[src/rtl/abs_val_peak_if.sv]
// Sample/result bundle for abs_val_peak: the master drives samples and clear,
// the slave returns the per-sample magnitude and the per-window peak.
interface abs_val_peak_if #(
  parameter int WIDTH  = 9,
  parameter int WINDOW = 16
);
  localparam int IW = $clog2(WINDOW);

  logic             in_valid;
  logic [WIDTH-1:0] v;
  logic             clear;
  logic             absv_valid;
  logic [WIDTH-2:0] absv;
  logic             min_flag;
  logic             peak_valid;
  logic [WIDTH-2:0] peak;
  logic [IW-1:0]    peak_index;

  modport master (
    output in_valid, v, clear,
    input  absv_valid, absv, min_flag, peak_valid, peak, peak_index
  );

  modport slave (
    input  in_valid, v, clear,
    output absv_valid, absv, min_flag, peak_valid, peak, peak_index
  );
endinterface

[src/rtl/abs_val_peak.sv]
// Absolute value of a signed sample stream plus peak-of-window tracker.
// Optional macro ABS_VAL_SATURATE_EN: saturate the most-negative input's magnitude to all ones.
module abs_val_peak #(
  parameter int WIDTH  = 9,
  parameter int WINDOW = 16
) (
  input logic          clk,
  input logic          rst,
  abs_val_peak_if.slave bus
);
  localparam int IW = $clog2(WINDOW);
  localparam int AW = WIDTH - 1;
  localparam logic [WIDTH-1:0] MOST_NEG = {1'b1, {AW{1'b0}}};
  localparam logic [IW-1:0]    LAST_IDX = IW'(WINDOW - 1);

  typedef enum logic [0:0] {FILL = 1'b0, EMIT = 1'b1} state_t;

  function automatic logic [AW-1:0] mag(input logic [WIDTH-1:0] s);
    logic [WIDTH-1:0] neg;
    neg = ~s + {{(WIDTH-1){1'b0}}, 1'b1};
    if (!s[WIDTH-1]) begin
      mag = s[AW-1:0];
    end else if (s == MOST_NEG) begin
`ifdef ABS_VAL_SATURATE_EN
      mag = {AW{1'b1}};
`else
      mag = neg[AW-1:0];
`endif
    end else begin
      mag = neg[AW-1:0];
    end
  endfunction

  logic          absv_valid_q, absv_valid_d;
  logic [AW-1:0] absv_q, absv_d;
  logic          min_flag_q, min_flag_d;

  state_t        state_q, state_d;
  logic [IW-1:0] cnt_q, cnt_d;
  logic [AW-1:0] run_max_q, run_max_d;
  logic [IW-1:0] run_idx_q, run_idx_d;
  logic          peak_valid_q, peak_valid_d;
  logic [AW-1:0] peak_q, peak_d;
  logic [IW-1:0] peak_index_q, peak_index_d;

  always_comb begin
    absv_valid_d = bus.in_valid;
    if (bus.in_valid) begin
      absv_d     = mag(bus.v);
      min_flag_d = (bus.v == MOST_NEG);
    end else begin
      absv_d     = absv_q;
      min_flag_d = min_flag_q;
    end
  end

  // Clear wins over the stage-1 sample; an EMIT-cycle sample opens the next window.
  always_comb begin
    state_d      = FILL;
    cnt_d        = cnt_q;
    run_max_d    = run_max_q;
    run_idx_d    = run_idx_q;
    peak_d       = peak_q;
    peak_index_d = peak_index_q;
    if (bus.clear) begin
      cnt_d = {IW{1'b0}};
    end else if (absv_valid_q) begin
      if (cnt_q == {IW{1'b0}}) begin
        run_max_d = absv_q;
        run_idx_d = {IW{1'b0}};
      end else if (absv_q > run_max_q) begin
        run_max_d = absv_q;
        run_idx_d = cnt_q;
      end else begin
        run_max_d = run_max_q;
        run_idx_d = run_idx_q;
      end
      if (cnt_q == LAST_IDX) begin
        peak_d       = run_max_d;
        peak_index_d = run_idx_d;
        cnt_d        = {IW{1'b0}};
        state_d      = EMIT;
      end else begin
        cnt_d = cnt_q + {{(IW-1){1'b0}}, 1'b1};
      end
    end else begin
      cnt_d = cnt_q;
    end
    case (state_d)
      EMIT:    peak_valid_d = 1'b1;
      FILL:    peak_valid_d = 1'b0;
      default: peak_valid_d = 1'b0;
    endcase
  end

  always_ff @(posedge clk or posedge rst) begin
    if (rst) begin
      absv_valid_q <= 1'b0;
      absv_q       <= {AW{1'b0}};
      min_flag_q   <= 1'b0;
      state_q      <= FILL;
      cnt_q        <= {IW{1'b0}};
      run_max_q    <= {AW{1'b0}};
      run_idx_q    <= {IW{1'b0}};
      peak_valid_q <= 1'b0;
      peak_q       <= {AW{1'b0}};
      peak_index_q <= {IW{1'b0}};
    end else begin
      absv_valid_q <= absv_valid_d;
      absv_q       <= absv_d;
      min_flag_q   <= min_flag_d;
      state_q      <= state_d;
      cnt_q        <= cnt_d;
      run_max_q    <= run_max_d;
      run_idx_q    <= run_idx_d;
      peak_valid_q <= peak_valid_d;
      peak_q       <= peak_d;
      peak_index_q <= peak_index_d;
    end
  end

  assign bus.absv_valid = absv_valid_q;
  assign bus.absv       = absv_q;
  assign bus.min_flag   = min_flag_q;
  assign bus.peak_valid = peak_valid_q;
  assign bus.peak       = peak_q;
  assign bus.peak_index = peak_index_q;

  logic unused_state;
  assign unused_state = (state_q == EMIT);
endmodule

[src/flat_wrapper.sv]
// flat-port wrapper written by rule: the top's interface ports become plain ports
module abs_val_peak_flat 
#(
  parameter int WIDTH  = 9,
  parameter int WINDOW = 16
)
  (clk, rst, bus_in_valid, bus_v, bus_clear, bus_absv_valid, bus_absv, bus_min_flag, bus_peak_valid, bus_peak, bus_peak_index);
  abs_val_peak_if #(.WIDTH(WIDTH), .WINDOW(WINDOW)) bus_i ();
  input logic clk;
  input logic rst;
  input wire logic [$bits(bus_i.in_valid)-1:0] bus_in_valid;
  input wire logic [$bits(bus_i.v)-1:0] bus_v;
  input wire logic [$bits(bus_i.clear)-1:0] bus_clear;
  output wire logic [$bits(bus_i.absv_valid)-1:0] bus_absv_valid;
  output wire logic [$bits(bus_i.absv)-1:0] bus_absv;
  output wire logic [$bits(bus_i.min_flag)-1:0] bus_min_flag;
  output wire logic [$bits(bus_i.peak_valid)-1:0] bus_peak_valid;
  output wire logic [$bits(bus_i.peak)-1:0] bus_peak;
  output wire logic [$bits(bus_i.peak_index)-1:0] bus_peak_index;
  assign bus_i.in_valid = bus_in_valid;
  assign bus_i.v = bus_v;
  assign bus_i.clear = bus_clear;
  assign bus_absv_valid = bus_i.absv_valid;
  assign bus_absv = bus_i.absv;
  assign bus_min_flag = bus_i.min_flag;
  assign bus_peak_valid = bus_i.peak_valid;
  assign bus_peak = bus_i.peak;
  assign bus_peak_index = bus_i.peak_index;
  abs_val_peak #(.WIDTH(WIDTH), .WINDOW(WINDOW)) u_core (.clk(clk), .rst(rst), .bus(bus_i));
endmodule
[config.mk]
export PLATFORM = sky130hd
export DESIGN_NAME = abs_val_peak_flat
export DESIGN_NICKNAME = d
export VERILOG_FILES = /design/src/rtl/abs_val_peak_if.sv /design/src/rtl/abs_val_peak.sv /design/src/flat_wrapper.sv
export SDC_FILE = /design/constraint.sdc
export NUM_CORES = 1
export LEC_CHECK = 0
export ABC_AREA = 1
export BUFFER_PORTS_ARGS = -buffer_cell sky130_fd_sc_hd__buf_2
export CAP_MARGIN = 20
export CORE_MARGIN = 2
export CORE_UTILIZATION = 45
export CTS_BUF_LIST = sky130_fd_sc_hd__clkbuf_4 sky130_fd_sc_hd__clkbuf_8
export CTS_CLUSTER_DIAMETER = 50
export CTS_CLUSTER_SIZE = 10
export DETAILED_ROUTE_END_ITERATION = 7
export PLACE_DENSITY = 0.66
export SLEW_MARGIN = 40
export SYNTH_ARGS = -nofsm -noshare
export SYNTH_HDL_FRONTEND = slang
export SYNTH_SLANG_ARGS = --single-unit
[constraint.sdc]
create_clock -name clk -period 2.68 [get_ports clk]
set_input_delay 0.134 -clock clk [delete_from_list [all_inputs] [get_ports clk]]
set_output_delay 0.134 -clock clk [all_outputs]
set_load 0.03 [all_outputs]
Word-level counts from Yosys, hierarchy flattened
Cells that the tools add are included.
{ "totals": {"regBits": 39, "out_inout_bits": 23, "wordCells": 33} }
{ "op_classes": {"n_addsub": 2, "n_lt_le_gt_ge": 1, "eq_ne": 2, "n_mux": 12, "bitwise_logic": 3, "n_reduce_logical": 4} }
{ "ops": {"columns": ["op", "n"], "rows": [
  ["$mux 8", 3],
  ["$mux 4", 5],
  ["$eq 9x9->1 const B", 1],
  ["$add 8x1->8 const B", 1],
  ["$gt 8x8->1", 1],
  ["$not 8->8", 1],
  ["$add 4x1->4 const B", 1],
  ["$eq 4x4->1 const B", 1],
  ["$logic_not 4->1", 1],
  ["$mux 1", 3],
  ["$reduce_and 3->1", 1],
  ["$not 1->1", 2],
  ["$pmux 1 s2", 1],
  ["$reduce_and 2->1", 1],
  ["$reduce_bool 2->1", 1]
]} }

Longest topological paths before layout
{ "depth": {"ltp_word": 6, "ltp_mapped": 14} }

Worst setup path before layout
No wires, ideal clock.
{ "synth_path": {"path_type": "register -> register", "from": "register u_core.absv_q[7] (netlist: u_core.bus.absv[7])", "to": "register u_core.peak_q[2] (netlist: u_core.bus.peak[2])", "setup_ns": 0.117, "arrival_ns": 1.638, "required_time_ns": 2.563, "setup_slack_ns": 0.924, "stages_incl_launch_ff": 10, "period_less_slack_ns": 1.756, "path_cell_list": "dfrtp_1 > ha_1 > a21o_1 > nor2_1 > nand2_2 > nand2_2 > buf_8 > nand3_1 > nand3_1 > nand2_1"} }
{ "synth_via": {"elab_chain_cells": 3} }
{ "synth_rtl": {"columns": ["item", "line", "text"], "rows": [
  ["start: declaration", "abs_val_peak.sv:35", "logic [AW-1:0] absv_q, absv_d;"],
  ["start signal: assignment", "abs_val_peak.sv:99", "absv_q <= {AW{1'b0}};"],
  ["start signal: assignment", "abs_val_peak.sv:110", "absv_q <= absv_d;"],
  ["$gt 8x8->1", "abs_val_peak.sv:71", "end else if (absv_q > run_max_q) begin"],
  ["$mux 8", "abs_val_peak.sv:71", null],
  ["$mux 8", "abs_val_peak.sv:68", "if (cnt_q == {IW{1'b0}}) begin"],
  ["end signal: assignment", "abs_val_peak.sv:106", "peak_q <= {AW{1'b0}};"],
  ["end signal: assignment", "abs_val_peak.sv:117", "peak_q <= peak_d;"],
  ["end: declaration", "abs_val_peak.sv:43", "logic [AW-1:0] peak_q, peak_d;"]
]} }
No other way between the ends.
A chain may end at the register's enable or synchronous reset.

Worst setup path after layout
{ "layout_path": {"from": "register u_core.absv_q[7] (netlist: u_core.bus.absv[7])", "to": "register u_core.peak_q[1] (netlist: u_core.bus.peak[1])"} }
The elaborated chain is that of the path after synthesis.

==> impl.org <==
** Final layout
- After filler insertion, the fill cell instance count of the layout stands at between 400 and 500.
- Inserted Diodes :: 0
- Leading cell type in the layout, fill and taps excluded :: sky130_fd_sc_hd__nand2_1
- Post-layout utilization of the core :: a little over half
- Nets :: approximately 330
- From synthesis to final layout, the design area changed by 15.47%.
- The post-route netlist has 18.39% of its cells at a drive strength greater than 1.
- Number of standard cells in the layout, taps in and fillers out :: 364
- Leaving out fill and tap cells, the most frequent cells in the layout are sky130_fd_sc_hd__nand2_1 (92), sky130_fd_sc_hd__inv_1 (41), sky130_fd_sc_hd__dfrtp_1 (39).

** Clock network
- TritonCTS built the clock tree.
- Clock latency of the later-clocked register in the worst-skew pair :: between 0.2 and 0.3 ns
- Number of clock sinks seen by CTS :: 39
- # Post-CTS Setup Buffers :: 0
- CTS resizes :: 0
- Clock transition at the register clock pins on the worst setup and hold paths after CTS :: 0.07 ns
- Clk buf depth :: 2
- Buffers inserted to repair hold after CTS numbered 1.
- Cell at the root of the clock tree :: sky130_fd_sc_hd__clkbuf_8
- Number of buffers inserted during clock tree synthesis :: 5
- The H-tree was split into 2 levels.

** Global route
- Antenna violations before repair :: 0
- After global routing the overflow that remains totals 0.
- The via count of the first global-routing pass is 1581.
- Global routing consumed, over all layers together, 18.32% of the routing resources.
- The first global-routing pass estimated 7.486 mm of wire.
- Entering global routing, the biggest net connects 40 pins.

** Logic synthesis
- The synthesized design devotes to its leading area cell type 45.53% of total area.
- The synthesized netlist occupies a cell area of 2143 um^2.
- Synth area leaders :: sky130_fd_sc_hd__dfrtp_1 (46%), sky130_fd_sc_hd__nand2_1 (16%), sky130_fd_sc_hd__inv_1 (7.2%), sky130_fd_sc_hd__nand3_1 (7.0%), sky130_fd_sc_hd__ha_1 (6.4%)
- The number of nets in the synthesized netlist is 295.
- Post-synthesis register bit count :: 39
- The Yosys step of the flow raised 0 warnings.
- The biggest area contributor in the post-synthesis netlist is sky130_fd_sc_hd__dfrtp_1.
- Yosys cell types :: 25
- Synthesis produced a netlist whose cell count is 271.
- After synthesis, flip-flops and latches occupy between 40% and 50% of the total area.
- Synthesized area divided by synthesized cell count :: between 7 and 8 um^2

** Worst hold path
- Type of the tightest min-delay check :: input pin to flip-flop

** STA
- Portion of the clock cycle consumed by the worst path in the final layout :: 72.66%
- Final setup viols :: 0
- Final hold violations :: 0
- In the post-route analysis, the smallest setup slack over all paths is 0.7327 ns.
- For the final routed database, the setup TNS stands at 0 ns.
- The clock period could shrink to 1.947 ns.
- WHS :: 0.01903 ns
- The worst pin sits at a relative slew slack of 67.24%.
- The max-slew violation total from the final report came to 0.
- Setup repair after global routing left no endpoint under its margin.
- Timing-limited maximum frequency :: 0.5135 GHz
- At the pin with the least slew margin, the transition time is roughly 0.49 ns.
- Across the routed clock network, the largest skew measured is 0.006775 ns.

** Placement
- GP Congestion :: 0.8345
- Detailed placer's ending HPWL :: roughly 3.3 mm
- Before CTS, the worst setup slack after placement is 0.7436 ns.
- After detailed placement, the design holds a cell count of 355.
- IO Port Bufs :: 35

** Floorplanning
- Die width :: between 70 and 80 um
- After floorplanning, the core was divided into 25 placement rows.
- Vertical die dimension :: 73.02 um
- The initial utilization of the core area, before any placement, comes to between 40 and 50%.
- The floorplan step defined a core boundary enclosing 4661 um^2.
- Die outline area :: 5331 um^2
- Top-level port count :: 36

** Routing
- Total met3 wirelength after detailed routing :: ~210 um
- For this block, wires on met1 add up to 2.211 mm.
- Number of vias in the routed layout :: 1753
- The first routing iteration left around 110 violations.
- The detail route stage leaves a number of antenna-violating nets equal to 0.
- Routed via count divided by cell count :: 4.816
- Highest Signal Layer :: met4
- Initial DRT Pass Iterations :: 4
- Aggregate routed wire length :: 4.388 mm
- Remaining routing DRC violations :: 0
- Met2 wirelength from detailed routing :: 1.881 mm
- Post-DR wirelength/cell :: 12.05 um

** Job
- Number of maximum-capacitance violations :: 0

** Setup path
- For the worst flop-to-flop path, the logic depth is 9.
- FF-to-FF End :: u_core.bus.peak[1]
- Crit. End Element :: flip-flop
- For the worst setup path, the data required time is between 2 and 3 ns.
- Element type at the critical path start :: flip-flop
- The critical path is of the flip-flop to flip-flop type.
- In this run the critical register-to-register path is launched from u_core.bus.absv[7].
- Worst R2R Setup Slack :: 0.73 ns
- Worst path arrival time :: about 2.2 ns
- The most critical setup path has its startpoint at u_core.bus.absv[7].
- Endpoint of the worst setup timing path :: u_core.bus.peak[1]
- Along the worst path, the maximum fanout reaches 14.

** Pwr
- Static leakage :: 0.001426 uW
- Across the VDD grid, the largest voltage drop is 0.0003026 V.
- In this run the power density over the cells is 683.4 nW/um^2.

** Status
- The flow ran to the end, and the final reports show no timing, DRC or antenna violations.
## worst max-delay path, cell delays in order (launching register included)
cell and delay, ns:
sky130_fd_sc_hd__dfrtp_1 0.42, sky130_fd_sc_hd__ha_1 0.33, sky130_fd_sc_hd__a21o_1 0.18, sky130_fd_sc_hd__nor2_1 0.14, sky130_fd_sc_hd__nand2_2 0.09, sky130_fd_sc_hd__nand2_2 0.23, sky130_fd_sc_hd__nand2_2 0.19, sky130_fd_sc_hd__nand2_1 0.13
sky130_fd_sc_hd__nand3_1 0.10, sky130_fd_sc_hd__nand2_1 0.08
## worst min-delay path by stage
stage	depth (start not counted)	start	to
3_3_place_gp	3	rst	u_core.bus.peak[4]
5_1_grt	1	bus_in_valid	u_core.bus.absv_valid
3_5_place_dp	3	rst	u_core.bus.peak[4]
2_1_floorplan	0	bus_in_valid	u_core.bus.absv_valid
4_1_cts	1	bus_in_valid	u_core.bus.absv_valid
6_report	1	bus_in_valid	u_core.bus.absv_valid
## cell usage after synthesis, drive strengths merged
library cell and count:
inv 43, o22ai 2, buf 5, nand3 33, xor2 7, dfrtp 39, clkbuf 2, nand2 95
nor3 1, nor2 9, a21o 1, nand4 6, a21oi 3, o21ai 13, o41ai 1, ha 11
## stage by stage
stage	instance area [um^2]	power (uW)
floorplan	2143	1104
global placement	2347	1188
detailed placement	2347	1197
CTS	2475	1711
global route	2475	1821
finish	2475	1691
## logic make-up after synthesis
group / count (synthesis) / share of synthesized area (%)
AO/OA/AOI/OAI: 20 / 5.079
XOR/XNOR: 7 / 2.861
adder cells (fa/ha/maj): 11 / 6.421
buffers and inverters: 50 / 10.04
flip-flops: 39 / 45.53
AND/OR/NAND/NOR: 144 / 30.06
## power by group
part | switching [uW] | internal (uW)
Sequential | 48.6 | 655
Combinational | 328 | 155
Clock | 203 | 301
## layout make-up
class / instances / area (um^2) / share of cell area (%)
Clock inverter: 2 / 35.03 / 1.416
Multi-Input combinational cell: 182 / 952.2 / 38.47
Timing Repair Buffer: 38 / 200.2 / 8.089
Sequential cell: 39 / 975.9 / 39.43
Clock buffer: 6 / 82.58 / 3.337
Tap cell: 54 / 67.56 / 2.730
Inverter: 43 / 161.4 / 6.522
## state kept, by name (all words and copies together), names as in the netlist
register and count:
u_core.bus.absv 8, u_core.bus.absv_valid 1, u_core.bus.min_flag 1, u_core.bus.peak 8, u_core.bus.peak_index 4, u_core.bus.peak_valid 1
u_core.cnt_q 4, u_core.run_idx_q 4, u_core.run_max_q 8
## per-layer routing
layer  track usage [%]  vias to the layer above
li1                  -                      926
met1             26.07                      779
met2             26.63                       42
met3             4.834                        6
met4             6.790                        0
met5                 0                        -
(Power assumes the default switching activity.)
